File: src/rtl/fetch_prefetch_ctrl.sv
// fetch_prefetch_ctrl: credit-based instruction fetch sequencer feeding the prefetch FIFO, with flush/discard handling
module fetch_prefetch_ctrl #(
  parameter int          FIFO_DEPTH = 16,
  parameter int          MAX_OST    = 2,
  parameter logic [31:0] BOOT_ADDR  = 32'h0000_0000
) (
  input  logic        clk,
  input  logic        reset,
  input  logic        fetch_enable,
  input  logic        flush_req,
  input  logic [31:0] flush_addr,
  output logic        instr_req,
  output logic [31:0] instr_addr,
  input  logic        instr_gnt,
  input  logic        instr_rvalid,
  input  logic [31:0] instr_rdata,
  output logic        fifo_wr_en,
  output logic [31:0] fifo_wr_data,
  output logic        fifo_clear,
  input  logic        fifo_rd_en,
  output logic        busy
);
  localparam int CW = $clog2(FIFO_DEPTH + 1);
  typedef enum logic [1:0] {IDLE, RUN, DRAIN} state_t;
  state_t        state_q, state_d;
  logic [31:0]   pc_q, pc_d, addr_q;
  logic [CW-1:0] ost_q, ost_d, disc_q, disc_d, occ_q, occ_d;
  logic          req_q, stale_q, stale_d;
  logic          issue, gnt, pend, rv, pop;
  // Bus handshake and FIFO-side outputs; a raised request is replayed from req_q/addr_q until granted
  always_comb begin
    issue        = (state_q == RUN) && (ost_q < CW'(MAX_OST)) &&
                   (({1'b0, occ_q} + {1'b0, ost_q}) < (CW+1)'(FIFO_DEPTH));
    instr_req    = req_q | issue;
    instr_addr   = req_q ? addr_q : pc_q;
    gnt          = instr_req & instr_gnt;
    pend         = instr_req & ~instr_gnt;
    rv           = instr_rvalid & (ost_q != '0);
    fifo_wr_en   = rv & ~flush_req & (disc_q == '0);
    fifo_wr_data = fifo_wr_en ? instr_rdata : '0;
    fifo_clear   = flush_req & ~reset;
    pop          = fifo_rd_en & (occ_q != '0);
    busy         = (ost_q != '0) || (disc_q != '0);
  end
  // Next-state: a stale request (raised before a flush) completes at its old address and is discarded on return
  always_comb begin
    ost_d   = ost_q + CW'(gnt) - CW'(rv);
    pc_d    = flush_req ? flush_addr : (gnt & ~stale_q) ? pc_q + 32'd4 : pc_q;
    occ_d   = flush_req ? '0 : occ_q + CW'(fifo_wr_en) - CW'(pop);
    stale_d = flush_req ? pend : stale_q & ~gnt;
    disc_d  = flush_req ? ost_d : disc_q - CW'(rv & (disc_q != '0)) + CW'(gnt & stale_q);
    state_d = flush_req ? ((ost_d != '0 || stale_d) ? DRAIN : fetch_enable ? RUN : IDLE) :
              state_q == IDLE ? (fetch_enable ? RUN : IDLE) :
              state_q == RUN  ? ((!fetch_enable && !pend) ? IDLE : RUN) :
              (disc_d == '0 && !stale_d) ? (fetch_enable ? RUN : IDLE) : DRAIN;
  end
  // State registers
  always_ff @(posedge clk or posedge reset) begin
    if (reset) begin
      state_q <= IDLE;
      pc_q    <= BOOT_ADDR;
      addr_q  <= BOOT_ADDR;
      ost_q   <= '0;
      disc_q  <= '0;
      occ_q   <= '0;
      req_q   <= 1'b0;
      stale_q <= 1'b0;
    end else begin
      state_q <= state_d;
      pc_q    <= pc_d;
      addr_q  <= instr_addr;
      ost_q   <= ost_d;
      disc_q  <= disc_d;
      occ_q   <= occ_d;
      req_q   <= pend;
      stale_q <= stale_d;
    end
  end
endmodule
File: config.mk
export PLATFORM = sky130hd
export DESIGN_NAME = fetch_prefetch_ctrl
export DESIGN_NICKNAME = d
export VERILOG_FILES = /design/src/rtl/fetch_prefetch_ctrl.sv
export SDC_FILE = /design/constraint.sdc
export NUM_CORES = 1
export LEC_CHECK = 0
export ABC_CLOCK_PERIOD_IN_PS = 9960
export CAP_MARGIN = 30
export CORE_MARGIN = 2
export CORE_UTILIZATION = 52
export CTS_CLUSTER_DIAMETER = 120
export DETAILED_ROUTE_END_ITERATION = 16
export GPL_TIMING_DRIVEN = 1
export MAX_ROUTING_LAYER = met4
export PLACE_DENSITY = 0.95
export SETUP_SLACK_MARGIN = 0.05
export SLEW_MARGIN = 20
export SYNTH_ARGS = -nofsm -noshare
export SYNTH_HDL_FRONTEND = slang
export SYNTH_SLANG_ARGS = --single-unit
File: constraint.sdc
create_clock -name clk -period 9.96 [get_ports clk]
set_input_delay 2.988 -clock clk [delete_from_list [all_inputs] [get_ports clk]]
set_output_delay 2.988 -clock clk [all_outputs]
set_load 0.01 [all_outputs]
==> impl_metrics.csv <==
group,metric,value,unit
sta,holdWs,0.5023,ns
routing,vias,3684,
placed_design,place_congestion,0.8250,
clock_tree,cts_resized,0,
routing,drt_pass1_iterations,4,
die,coreArea,8721,µm²
yosys,synth_compound_area_share,5.328,%
die,rows,34,
cells_and_area,syn_to_final_growth,35.88,%
sta,fin_skew,0.01428,ns
cells_and_area,seqCellArea,2077,µm²
pwr,clock_power_share,21.3,%
clock_tree,numCtsBuffers,9,
routing,routedWlPerCell,16.79,µm
global_routing,antenna_found_initial,0,
routing,vias_per_cell,5.458,
yosys,yosysTopAreaCell,"dfrtp_1",
die,die_h,98.80,µm
die,ios,139,
critical_path,cp-end-kind,"output port",
placed_design,place_worst_setup_slack,1.701,ns
global_routing,grt_pass1_wl,18740,µm
sta,worst_pin_slew,0.7518,ns
clock_tree,path_clk_slew,0.08,ns
critical_path,crit_type,"primary input to output port",
sta,slew_viol_final,0,
pwr,peakVddDrop,0.0001041,V
yosys,synth_area_leaders,"dfrtp_1 44%, mux2_2 12%, ha_1 7.0%",
cells_and_area,mostFrequentLayoutCells,"138 x clkdlybuf4s50_1, 83 x dfrtp_1, 50 x mux2_2",
sta,finalSetupTns,0,ns
clock_tree,cts-root-buf,"clkbuf_8",
global_routing,grt_max_degree,60,
cells_and_area,fin_area,6350,µm²
pwr,powerDensity,182.8,nW/µm²
pwr,p_leak,2.699,nW
pwr,power.internal,0.0007531,W
global_routing,grt_pass1_vias,3870,
clock_tree,postCtsSetupBuffers,0,
pwr,switchingPower,0.0004076,W
placed_design,dpl_cell_area,6147,µm²
clock_tree,clock_latency,0.36,ns
sta,max-slew-margin-rel,49.88,%
yosys,yosysSeqAreaShare,44.44,%
sta,max_clock_freq,121.3,MHz
sta,hold_viol,0,
routing,wl,11340,µm
job,cap_violations,0,
critical_path,critPathMaxFanout,46,
cells_and_area,final_common_cell,"clkdlybuf4s50_1",
cells_and_area,diodes,0,
placed_design,dpl.hpwl,8408,µm
yosys,synth_top_family_by_area,"simple AND/OR/NAND/NOR gates",
critical_path,cp-start-kind,"primary input",
pwr,power_frac_seq,38.4,%
yosys,ys_ff_latch,83,
cells_and_area,fin_nets,662,
cells_and_area,drive_above_1_share,15.34,%
hold_path,hold_class,"flop to flop",
placed_design,placed_cells,659,
sta,setup_slack,1.719,ns
yosys,synthSimpleGateAreaFrac,18.53,%
yosys,async_flop_share,100.0,%
global_routing,overflow,0,
pwr,p_comb_share,40.2,%
yosys,synthAdderAreaFrac,8.246,%
sta,period_minus_slack,8.241,ns
die,initial_core_util,53.59,%
global_routing,track_usage,24.68,%
clock_tree,cts.path.max_buffers,2,
status,status,"completed",
yosys,netlist_area,4673,µm²
sta,finalSetupViolCount,0,
yosys,synth_nets,526,
clock_tree,cts.sinks,83,
routing,drt_iter0_markers,146,
yosys,synth.avg_cell_area,10.97,µm²
yosys,synth_mux_area_share,12.26,%
die,die_area,9761,µm²
clock_tree,htreeDepth,3,
critical_path,cp.arrival,5.25,ns
sta,rsz0062_at_grt,"false",
cells_and_area,fillers,586,
yosys,synth_edf_count,0,
cells_and_area,multi_input_area,2397,µm²
pwr,switching_share,35.12,%
cells_and_area,stdcell_count,675,
routing,drcViolationCount,0,
yosys,synth_xor_area_share,6.934,%
placed_design,portBuffers,138,
routing,ant_nets,0,
yosys,synth_top_area_share,44.44,%
yosys,ys_warn_count,0,
clock_tree,holdBufCountCts,0,
die,die_w,98.80,µm
sta,finalCritPeriodShare,82.74,%
yosys,yosysUniqueCellTypes,45,
yosys,ys.flop_type,"dfrtp_1",
clock_tree,cts_tree,"built",
critical_path,critPathRequiredTime,6.97,ns
yosys,synth_cells,426,
worst max-delay path, cell delays in order:
cell and delay [ns]:
clkdlybuf4s50_1 0.41, buf_4 0.28, inv_1 0.13, and3_1 0.65
and2_1 0.24, clkdlybuf4s50_1 0.53
final timing paths:
kind	endpoint	slack, ns	startpoint	cells past startpoint
worst min-delay path	addr_q[11]$_DFF_PP0_	0.50	addr_q[11]$_DFF_PP0_	1
worst max register to register	state_q[0]$_DFF_PP0_	5.93	occ_q[4]$_DFF_PP0_	14
max in group asynchronous	pc_q[23]$_DFFE_PP0N_	6.32	reset	4
min in group asynchronous	pc_q[8]$_DFFE_PP0N_	3.03	reset	3
worst max-delay path	fifo_wr_data[21]	1.72	flush_req	6
worst min register to register	addr_q[11]$_DFF_PP0_	0.50	addr_q[11]$_DFF_PP0_	1
flip-flops by register name, indices dropped and copies added, names as in the netlist:
| register | cells |
|---|---|
| pc_q | 32 |
| addr_q | 32 |
| req_q | 1 |
| disc_q | 5 |
| stale_q | 1 |
| ost_q | 5 |
| occ_q | 5 |
| state_q | 2 |
cell families after synthesis:
group	count (synthesis)
and+or+nand+nor	141
DFF	83
muxes	51
buffers and inverters	43
AOI/OAI and AO/OA	42
xor gates and xnor gates	37
adders and majority gates	29
power by group through the flow:
| stage | clock [W] | combinational, W | sequential [W] |
|---|---|---|---|
| 2_1_floorplan | 0 | 0.000319 | 0.000437 |
| 6_report | 0.000248 | 0.000467 | 0.000446 |
| 5_1_grt | 0.000264 | 0.000515 | 0.000453 |
| 3_3_place_gp | 0 | 0.000423 | 0.000447 |
| 4_1_cts | 0.000250 | 0.000464 | 0.000445 |
| 3_5_place_dp | 0 | 0.000455 | 0.000452 |
cells in the mapped netlist, drive strengths merged, types with 10 or more instances:
library cell,instances
dfrtp,83
mux2,50
and2,35
ha,26
nand2,25
inv,24
xor2,21
o21ai,18
nor2,16
xnor2,16
nand3,14
buf,13
a21oi,10
and3,10
nand4,10
stage by stage:
| stage | util, % | power, W |
|---|---|---|
| 2_1_floorplan | - | 0.0007560 |
| 6_report | 72.81 | 0.001161 |
| 3_3_place_gp | 70.17 | 0.0008698 |
| 3_5_place_dp | 70.49 | 0.0009069 |
| 4_1_cts | 72.81 | 0.001159 |
| 5_1_grt | 72.81 | 0.001232 |
area by class of cell:
type	count	area share [%]
clock buffers	10	2.167
multi-input cells	300	37.75
inverters	24	1.438
clock inverters	6	1.025
well taps	108	2.128
repair buffers	144	22.78
flip-flops and latches	83	32.71
layer usage:
metal  global-route usage (%)  vias up  part of all wire, %  routed length [µm]
li1                         -     1730                    -                   -
met1                    28.97     1789                   40                4589
met2                    42.88      147                   51                5764
met3                    4.539       18                  7.3                 833
met4                    8.008        0                  1.3                 148
met5                        -        -                    0                   0
No activity file was read; power rests on OpenSTA's default activity.
